<file path="src/rtl/vga_timing_rgb.sv">
// vga_timing_rgb: 640x480@60 VGA raster timing generator with blanked,
// frame-synchronous colour output.
//
// Optional feature macro: VGA_TEST_PATTERN_EN
//   defined   -> test_mode selects 64-pixel-wide vertical colour bars (x[8:6])
//   undefined -> test_mode is ignored; rgb follows the frame-latched colour
//
// Ports:
//   clk          in   fabric clock (50 MHz)
//   rst          in   asynchronous active-low reset
//   en           in   timing enable; low holds raster at origin, blanked
//   color_in     in   requested colour {r,g,b}, sampled once per frame
//   test_mode    in   test pattern select (optional feature only)
//   hsync        out  horizontal sync (SYNC_POL level during pulse)
//   vsync        out  vertical sync (SYNC_POL level during pulse)
//   rgb          out  pixel colour, 000 outside the visible area
//   active       out  high during visible pixels
//   x, y         out  current pixel column / line
//   frame_start  out  one-clk pulse when outputs first show pixel (0,0)
module vga_timing_rgb #(
    parameter int unsigned H_ACTIVE = 640,
    parameter int unsigned H_FP     = 16,
    parameter int unsigned H_SYNC   = 96,
    parameter int unsigned H_BP     = 48,
    parameter int unsigned V_ACTIVE = 480,
    parameter int unsigned V_FP     = 10,
    parameter int unsigned V_SYNC   = 2,
    parameter int unsigned V_BP     = 33,
    parameter int unsigned CLK_DIV  = 2,
    parameter bit          SYNC_POL = 1'b0
) (
    input  logic       clk,
    input  logic       rst,
    input  logic       en,
    input  logic [2:0] color_in,
    input  logic       test_mode,
    output logic       hsync,
    output logic       vsync,
    output logic [2:0] rgb,
    output logic       active,
    output logic [9:0] x,
    output logic [9:0] y,
    output logic       frame_start
);

    localparam int unsigned H_TOTAL = H_ACTIVE + H_FP + H_SYNC + H_BP;
    localparam int unsigned V_TOTAL = V_ACTIVE + V_FP + V_SYNC + V_BP;
    localparam int unsigned DIV_W   = (CLK_DIV > 1) ? $clog2(CLK_DIV) : 1;

    localparam logic [9:0] H_ACT_L  = 10'(H_ACTIVE);
    localparam logic [9:0] HS_BEG   = 10'(H_ACTIVE + H_FP);
    localparam logic [9:0] HS_END   = 10'(H_ACTIVE + H_FP + H_SYNC);
    localparam logic [9:0] H_LAST   = 10'(H_TOTAL - 1);
    localparam logic [9:0] V_ACT_L  = 10'(V_ACTIVE);
    localparam logic [9:0] VS_BEG   = 10'(V_ACTIVE + V_FP);
    localparam logic [9:0] VS_END   = 10'(V_ACTIVE + V_FP + V_SYNC);
    localparam logic [9:0] V_LAST   = 10'(V_TOTAL - 1);
    localparam logic [DIV_W-1:0] DIV_LAST = DIV_W'(CLK_DIV - 1);

    logic [DIV_W-1:0] r_div;
    logic [9:0]       r_hc;
    logic [9:0]       r_vc;
    logic [2:0]       r_color;

    logic             r_hsync;
    logic             r_vsync;
    logic [2:0]       r_rgb;
    logic             r_active;
    logic [9:0]       r_x;
    logic [9:0]       r_y;
    logic             r_frame_start;

    logic             w_tick;
    logic             w_h_end;
    logic             w_v_end;
    logic [9:0]       w_hc_nxt;
    logic [9:0]       w_vc_nxt;
    logic             w_active;
    logic             w_hsync;
    logic             w_vsync;
    logic [2:0]       w_pix;
    logic [2:0]       w_rgb;

    // With CLK_DIV = 1 the divider stays at 0 == DIV_LAST, so the tick is constant.
    assign w_tick  = (r_div == DIV_LAST);
    assign w_h_end = (r_hc == H_LAST);
    assign w_v_end = (r_vc == V_LAST);

    // Raster advance and decode of the current (hc, vc) position
    always_comb begin
        w_hc_nxt = w_h_end ? 10'd0 : r_hc + 10'd1;
        w_vc_nxt = r_vc;
        if (w_h_end) begin
            w_vc_nxt = w_v_end ? 10'd0 : r_vc + 10'd1;
        end
        w_active = (r_hc < H_ACT_L) && (r_vc < V_ACT_L);
        w_hsync  = ((r_hc >= HS_BEG) && (r_hc < HS_END)) ? SYNC_POL : ~SYNC_POL;
        w_vsync  = ((r_vc >= VS_BEG) && (r_vc < VS_END)) ? SYNC_POL : ~SYNC_POL;
        w_rgb    = w_active ? w_pix : 3'b000;
    end

`ifdef VGA_TEST_PATTERN_EN
    // Vertical bars 64 pixels wide, repeating every 512 pixels.
    assign w_pix = test_mode ? r_hc[8:6] : r_color;
`else
    logic w_unused_test_mode;
    assign w_unused_test_mode = test_mode;
    assign w_pix = r_color;
`endif

    // Pixel divider and raster counters
    always_ff @(posedge clk or negedge rst) begin
        if (!rst) begin
            r_div <= '0;
            r_hc  <= 10'd0;
            r_vc  <= 10'd0;
        end else if (!en) begin
            r_div <= '0;
            r_hc  <= 10'd0;
            r_vc  <= 10'd0;
        end else if (w_tick) begin
            r_div <= '0;
            r_hc  <= w_hc_nxt;
            r_vc  <= w_vc_nxt;
        end else begin
            r_div <= r_div + DIV_W'(1);
        end
    end

    // Colour is captured on the last pixel of the frame so it changes only at (0,0).
    always_ff @(posedge clk or negedge rst) begin
        if (!rst) begin
            r_color <= 3'b000;
        end else if (en && w_tick && w_h_end && w_v_end) begin
            r_color <= color_in;
        end
    end

    // Output registers: hold between ticks, frame_start is a single-clk pulse
    always_ff @(posedge clk or negedge rst) begin
        if (!rst) begin
            r_hsync       <= ~SYNC_POL;
            r_vsync       <= ~SYNC_POL;
            r_rgb         <= 3'b000;
            r_active      <= 1'b0;
            r_x           <= 10'd0;
            r_y           <= 10'd0;
            r_frame_start <= 1'b0;
        end else if (!en) begin
            r_hsync       <= ~SYNC_POL;
            r_vsync       <= ~SYNC_POL;
            r_rgb         <= 3'b000;
            r_active      <= 1'b0;
            r_x           <= 10'd0;
            r_y           <= 10'd0;
            r_frame_start <= 1'b0;
        end else if (w_tick) begin
            r_hsync       <= w_hsync;
            r_vsync       <= w_vsync;
            r_rgb         <= w_rgb;
            r_active      <= w_active;
            r_x           <= r_hc;
            r_y           <= r_vc;
            r_frame_start <= (r_hc == 10'd0) && (r_vc == 10'd0);
        end else begin
            r_frame_start <= 1'b0;
        end
    end

    assign hsync       = r_hsync;
    assign vsync       = r_vsync;
    assign rgb         = r_rgb;
    assign active      = r_active;
    assign x           = r_x;
    assign y           = r_y;
    assign frame_start = r_frame_start;

endmodule

</file>
<file path="config.mk">
export PLATFORM = sky130hd
export DESIGN_NAME = vga_timing_rgb
export DESIGN_NICKNAME = d
export VERILOG_FILES = /design/src/rtl/vga_timing_rgb.sv
export SDC_FILE = /design/constraint.sdc
export NUM_CORES = 1
export LEC_CHECK = 0
export CAP_MARGIN = 15
export CORE_MARGIN = 4
export CORE_UTILIZATION = 54
export CTS_CLUSTER_DIAMETER = 120
export DETAILED_ROUTE_END_ITERATION = 10
export PLACE_DENSITY = 0.79
export SETUP_SLACK_MARGIN = 0.05
export SLEW_MARGIN = 5
export SYNTH_ARGS = -nofsm -noshare
export SYNTH_HDL_FRONTEND = slang
export SYNTH_SLANG_ARGS = --single-unit
</file>
<file path="constraint.sdc">
create_clock -name clk -period 2.02 [get_ports clk]
set_clock_uncertainty 0.05 [all_clocks]
set_input_delay 0.202 -clock clk [delete_from_list [all_inputs] [get_ports clk]]
set_output_delay 0.202 -clock clk [all_outputs]
set_load 0.01 [all_outputs]
</file>
==> flow_summary.toml <==
[clock_network]
clkLatencyLatePin_ns = 0.30
cts_sinks = 51
cell_at_the_root_of_the_clock_tree = "clkbuf_8"
cts_tree = "yes"
numCtsBuffers = 5
htreeDepth = 2
maximum_number_of_buffers_from_clock_root_to_sink = 2
clock_transition_at_path_regs_ns = 0.09

[grt]
global_route.overflow_total = 0
number_of_antenna_violations_at_the_first_check_in_global_routing = 0
first_global_vias = 1915
grt.total_usage_pct = 21.08
grt_first_pass_wirelength_um = 9183
grt_max_degree = 29

[sta]
worstMarginPinSlew_ns = 0.5692
finalHoldViolations = 0
timing.final.setup_violations = 0
totalNegativeSetupSlack_ns = 0
final-max-slew-violation-count = 0
layout_min_cycle_time_ns = 1.805
final.period_utilization_pct = 89.37
slew_headroom_pct = 62.05
clock.fmax_mhz = 554.0
grt_setup_unrepaired = "false"

[pwr]
pwr-share-comb_pct = 9.1
seq_power_share_pct = 56.3
int_pwr_mw = 1.422
vdd_drop_max_v = 0.0004466
power.density_cell_area_mw_per_mm2 = 614.0
switching_share_pct = 23.42
clock_power_share_pct = 34.6
switching_power_uw = 434.9
p_leak_nw = 1.357

[placed_design]
port-buffer-count = 32
dpl-instance-area_mm2 = 0.002912
gpl_congestion = 0.9146
hpwlAfterDp_um = 3858

[worst_setup_path]
setup.worst_path.class = "reg -> reg"
worstReg2RegEnd = "r_color[1]$_DFFE_PN0P_"
worst-r2r-setup-slack_ns = 0.21
timing.rr.start = "r_vc[6]$_DFFE_PN0P_"
rr_worst_depth = 4
setup.worst_path.start_class = "flip-flop"
critical_path_arrival_ns = 1.95
critical_path.endpoint_type = "flip-flop"
cp_max_fo = 7
worstPathRequired_ns = 2.16

[floorplanning]
die_area_mm2 = 0.005707
num_rows = 24
ioPinCount = 34
floorplan_die_width_um = 75.55
initial_utilization_pct = 56.19
chipHeight_um = 75.55
placeableCoreArea_mm2 = 0.004384

[detailed_routing]
drt_drc_violations_left = 0
post_drt_wl_per_cell_um = 16.59
avgViaCountPerCell = 5.866
first_iter_violations = 168
vias = 1924
route.final.wire_length_um = 5441
antenna_left = 0
firstDrtPassIters = 4

[yosys]
ys_warn_count = 0
yosysTopAreaCellShare_pct = 49.77
synth.yosys.seq_area_share_pct = 51.90
synthesis.instances = 233
synth_area_leader_cell = "dfrtp_1"
complex_gate_fraction_of_the_synthesized_area_pct = 7.567
synth_top_family_by_area = "simple AND/OR/NAND/NOR gates"
synth_xor_xnor_area_share_pct = 2.844
synth_edf_count = 0
dominantRegCellSynth = "dfrtp_1"
synth_area_leaders = "dfrtp_1 (50%), mux2i_1 (8.9%), nor2_1 (5.9%), dfstp_2 (2.1%), nand2_1 (2.1%)"
mappedNetlistNets = 244
synth-async-reset-ratio_pct = 100.0
cell_area_after_synthesis_mm2 = 0.002464
syn_area_per_cell_um2 = 10.57
yosys.area_share.simple_pct = 21.18
muxShareOfSynthArea_pct = 10.77
synth-adder-area-share_pct = 2.031
synth-seq-cells = 51
synth.lib_cells_used.distinct = 46

[cells_and_area]
multiInputGateArea_mm2 = 0.001095
area.growth.synth_to_final_pct = 22.75
nets = 286
post_route_cells_drive_above_1_share_pct = 13.04
fillerInstances = 340
stdcell_area_mm2 = 0.003024
n_antenna_cell = 0
total_area_of_sequential_cells_mm2 = 0.001280

[worst_hold_path]
worst_hold_check_path_type = "in -> async"

[flow_run]
timing.max_cap.violations = 0

[run_status]
run_status = "finished, final reports clean"
worst max path at each step:
stage                         from                endpoint
2_1_floorplan  r_vc[0]$_DFFE_PN0P_  r_color[0]$_DFFE_PN0P_
3_3_place_gp   r_hc[1]$_DFFE_PN0N_     r_vc[6]$_DFFE_PN0P_
3_5_place_dp   r_hc[1]$_DFFE_PN0N_     r_vc[6]$_DFFE_PN0P_
4_1_cts        r_hc[1]$_DFFE_PN0N_     r_vc[6]$_DFFE_PN0P_
5_1_grt        r_hc[1]$_DFFE_PN0N_     r_vc[5]$_DFFE_PN0P_
6_report       r_vc[6]$_DFFE_PN0P_  r_color[1]$_DFFE_PN0P_
synth_stat cells, drive strengths merged, types with 2 or more instances:
cell / instances
nand3: 8
nor4b: 2
nor3b: 2
nand3b: 2
or3: 4
o41ai: 3
mux2: 3
and3: 5
nand4: 8
dfrtp: 49
xnor2: 6
inv: 7
ha: 4
a22o: 3
dfstp: 2
o211ai: 2
nor3: 5
clkbuf: 7
a21oi: 3
nand2: 14
buf: 7
mux2i: 22
o21ai: 4
nand2b: 2
nor4: 2
nor2: 39
xor2: 2
a31oi: 3
power by group through the flow:
stage | combinational, mW | clock, mW | sequential, mW
4_1_cts | 0.171 | 0.642 | 1.05
6_report | 0.169 | 0.642 | 1.05
3_5_place_dp | 0.169 | 0 | 1.07
3_3_place_gp | 0.167 | 0 | 1.07
5_1_grt | 0.187 | 0.684 | 1.05
2_1_floorplan | 0.0720 | 0 | 1.07
final cells by class:
class	instances	area share (%)
clock buffers	8	3.310
flip-flops and latches	51	42.33
well taps	52	2.151
inverters	7	0.8688
multi-input cells	161	36.20
repair buffers	49	15.14
cells in the final DEF (no fill, tap or decap), types with 2 or more instances in the layout:
master and n:
dfrtp_1 48, nor2_1 39, clkdlybuf4s50_1 31, mux2i_1 22
buf_4 15, nand2_1 14, nand3_1 8, inv_1 7
nand4_1 7, clkbuf_8 7, xnor2_1 6, nor3_1 5
or3_1 4, o21ai_0 4, ha_1 4, and3_1 3
a31oi_1 3, a21oi_1 3, mux2_4 3, a22o_1 3
o41ai_1 3, nand2b_1 2, nor4b_1 2, and3_4 2
nand3b_1 2, nor3b_1 2, xor2_1 2, o211ai_1 2
dfstp_2 2
logic make-up after synthesis:
| logic type | count (synthesis) |
|---|---|
| AND/OR/NAND/NOR | 98 |
| flip-flops | 51 |
| buffers and inverters | 21 |
| AO/OA/AOI/OAI | 26 |
| multiplexers | 25 |
| XOR/XNOR | 8 |
| adder cells (fa/ha/maj) | 4 |
state kept, by name (all words and copies together), names as in the netlist:
signal and count:
frame_start 1, r_color 3, r_hc 10, x 10, hsync 1, rgb 3, vsync 1, y 10
r_vc 10, active 1, r_div 1
per-stage QoR:
stage / utilization, % / hold WS (ns) / total power [mW] / std cells / worst slack (ns)
after global placement: 66.41 / 0.1719 / 1.232 / 319 / 0.2295
after detailed placement: 66.41 / 0.1764 / 1.235 / 319 / 0.2035
after floorplan: - / -0.1436 / 1.143 / 233 / 0.3194
after CTS: 68.92 / 0.3893 / 1.859 / 328 / 0.1630
final: 68.98 / 0.3655 / 1.857 / 328 / 0.2148
after global routing: 68.98 / 0.4243 / 1.918 / 328 / 0.08439
routing by layer:
metal,up-vias,track usage [%],share of wire [%]
met2,48,34.61,48
li1,905,-,-
met1,965,29.18,47
met4,0,5.243,0.83
met5,-,0,0
met3,6,3.694,4.2
timing repair:
item,4_1_cts,5_1_grt
gates resized for setup,0,2
hold buffers,1,0
setup buffers,0,0
hold endpoints to repair,22,0
endpoints found under the setup margin,0,4
critical path, stage by stage (launching register included):
cell and delay [ns]:
dfrtp_1 0.50, nor4_4 0.41, and3_4 0.28, nand4_4 0.13, mux2_4 0.32
Note: power is estimated with default switching activity, not from simulation.
==> variant: new RTL, same flow settings <==
The parameter `CLK_DIV` goes from 2 to 1.
--- a/src/rtl/vga_timing_rgb.sv
+++ b/src/rtl/vga_timing_rgb.sv
@@ -26,7 +26,7 @@
     parameter int unsigned V_FP     = 10,
     parameter int unsigned V_SYNC   = 2,
     parameter int unsigned V_BP     = 33,
-    parameter int unsigned CLK_DIV  = 2,
+    parameter int unsigned CLK_DIV  = 1,
     parameter bit          SYNC_POL = 1'b0
 ) (
     input  logic       clk,
Check against the original RTL: not equivalent (Yosys sat finds a counterexample within 4 cycles, from zero or initial values and one cycle with rst low).
==> variant against the original RTL <==
Sequential cell count down 1; highest routed layer unchanged; area after synthesis decreased by 11%; wire length decreased by 22%; die area decreased by 10%; synthesized cell count down 17%; cell area down 12%; critical path depth up 1; largest cell class unchanged; worst setup slack got worse by 0.043 ns.
Power is not compared: it rests on default switching activity, and its combinational part moved more than twofold at a synthesized area within 25%.
==> variant: results (changes against the original RTL) <==
Run status
  – Status: finished clean

STA
  – Crit path time final: 1.85 ns (+0.0426 ns)
  – Rel. slew slack: 0.597 (-0.0239)
  – Hold Slack: 0.442 ns (+0.0763 ns)

Synth
  – Top cells by area, synth: dfrtp_1, and2_1, a31oi_1, nand3_1, nand4_1
  – Post-synth top cells: dfrtp_1, and2_1, nor2_1
  – Synthesized Nets: 205 (-16%)
  – Post-synthesis cell type count: 33 (-28%)
  – Seq/Total Area, Yosys: 0.575 (+0.0558)
  – Synthesized flop and latch total: 50 (-2.0%)
  – Post-Synthesis Cells: 194 (-17%)

Final layout
  – Finished Cell Area: 2650 µm² (-12%)
  – Area of the multi-input gates: 848 µm² (-23%)
  – Non-CTS inverters: 7 (unchanged)
  – Fill count: 269 (-21%)
  – Nets: 241 (-16%)
  – Final std cells w/o fill: 279 (-15%)
  – Sequential cell area share: 0.473 (+0.0498)
  – Ant diodes: 0 (unchanged)
  – Signal buf overhead: 0.140 (-0.0117)
  – CLK BUF: 7 (-1)
  – Clock Network Area Fraction: 0.0345 (+0.00137)
  – Buffers excl. clock: 39 (-20%)
  – #MultiIn Comb: 127 (-21%)
  – Layout cell share with drive strength beyond 1: 0.104 (-0.0265)

Global routing
  – Vias in the first global route: 1479 (-23%)
  – GRT met2 Usage: 0.291 (-0.0553)
  – First-pass GRT wire length: 7.25 mm (-21%)
  – Pin count of the biggest net entering global routing: 51 (+76%)
  – GRT Util Overall: 0.180 (-0.0304)
  – GR Util met1: 0.243 (-0.0490)
  – Global routing met3 resource utilization: 0.0463 (+0.00934)

Setup path
  – Worst R2R Start: r_hc[0]$_DFF_PN0_
  – Crit-path max cell delay: 0.42 ns (-0.08 ns)
  – Flop2flop setup slack: 0.17 ns (-0.04 ns)
  – R2R depth: 5 (+1)
  – Max FO, Critical Path: 5 (-2)
  – FF-to-FF End: r_color[0]$_DFFE_PN0P_
  – Crit path DAT: 1.98 ns (+0.03 ns)
  – CP max stage cell: dfrtp_1

Floorplanning
  – Core Area: 3770 µm² (-14%)

Placement
  – Setup WS pre-CTS: 0.195 ns (-0.00861 ns)
  – Placed Cells: 270 (-15%)
  – Hpwl dp: 2.98 mm (-23%)
  – Placer Congestion: 0.827 (-9.6%)
  – DP Area: 2550 µm² (-13%)

Drt
  – DR WL met2: 2.06 mm (-22%)
  – Iteration-0 DRC Markers: 158 (-6.0%)
  – Met3 wire len: 312 µm (+38%)
  – Wire per inst: 15.2 µm (-8.5%)
  – Vias per std cell: 5.59 (-4.7%)

Worst hold path
  – Hold WC Path Type: flip-flop to flip-flop

Clock tree
  – Skew-Pair Late Insertion Delay: 0.30 ns (about the same)
variant: cell count changes after synthesis, moves of 6 or more:
| cell | before | now |
|---|---|---|
| and2_1 | 0 | 27 |
| a31oi_1 | 3 | 12 |
| mux2i_1 | 22 | 1 |
| nor2_1 | 39 | 13 |
| nand2_1 | 14 | 8 |
variant: power by group:
group | switching (mW) | internal [mW] | leakage (nW)
Combinational | 0.0482 | 0.0359 | 0.478
Sequential | 0.00784 | 1.01 | 0.685
Clock | 0.301 | 0.276 | 0.0482
variant: logic make-up (layout without fill, tap and decap cells):
kind of cell,count (synthesis),count (layout),share of synthesized area
flops,50,50,0.575
buf+inv,17,54,0.0373
simple gates,93,93,0.251
mux,4,4,0.0252
fa+ha+maj,4,4,0.0229
compound gates,18,18,0.0568
xor+xnor,8,8,0.0321
variant: what timing repair did:
item,4_1_cts,5_1_grt
setup endpoints to repair,0,1
resized for setup,0,1
setup buffers,0,0
endpoints found under the hold margin,48,0
hold buffers,1,0
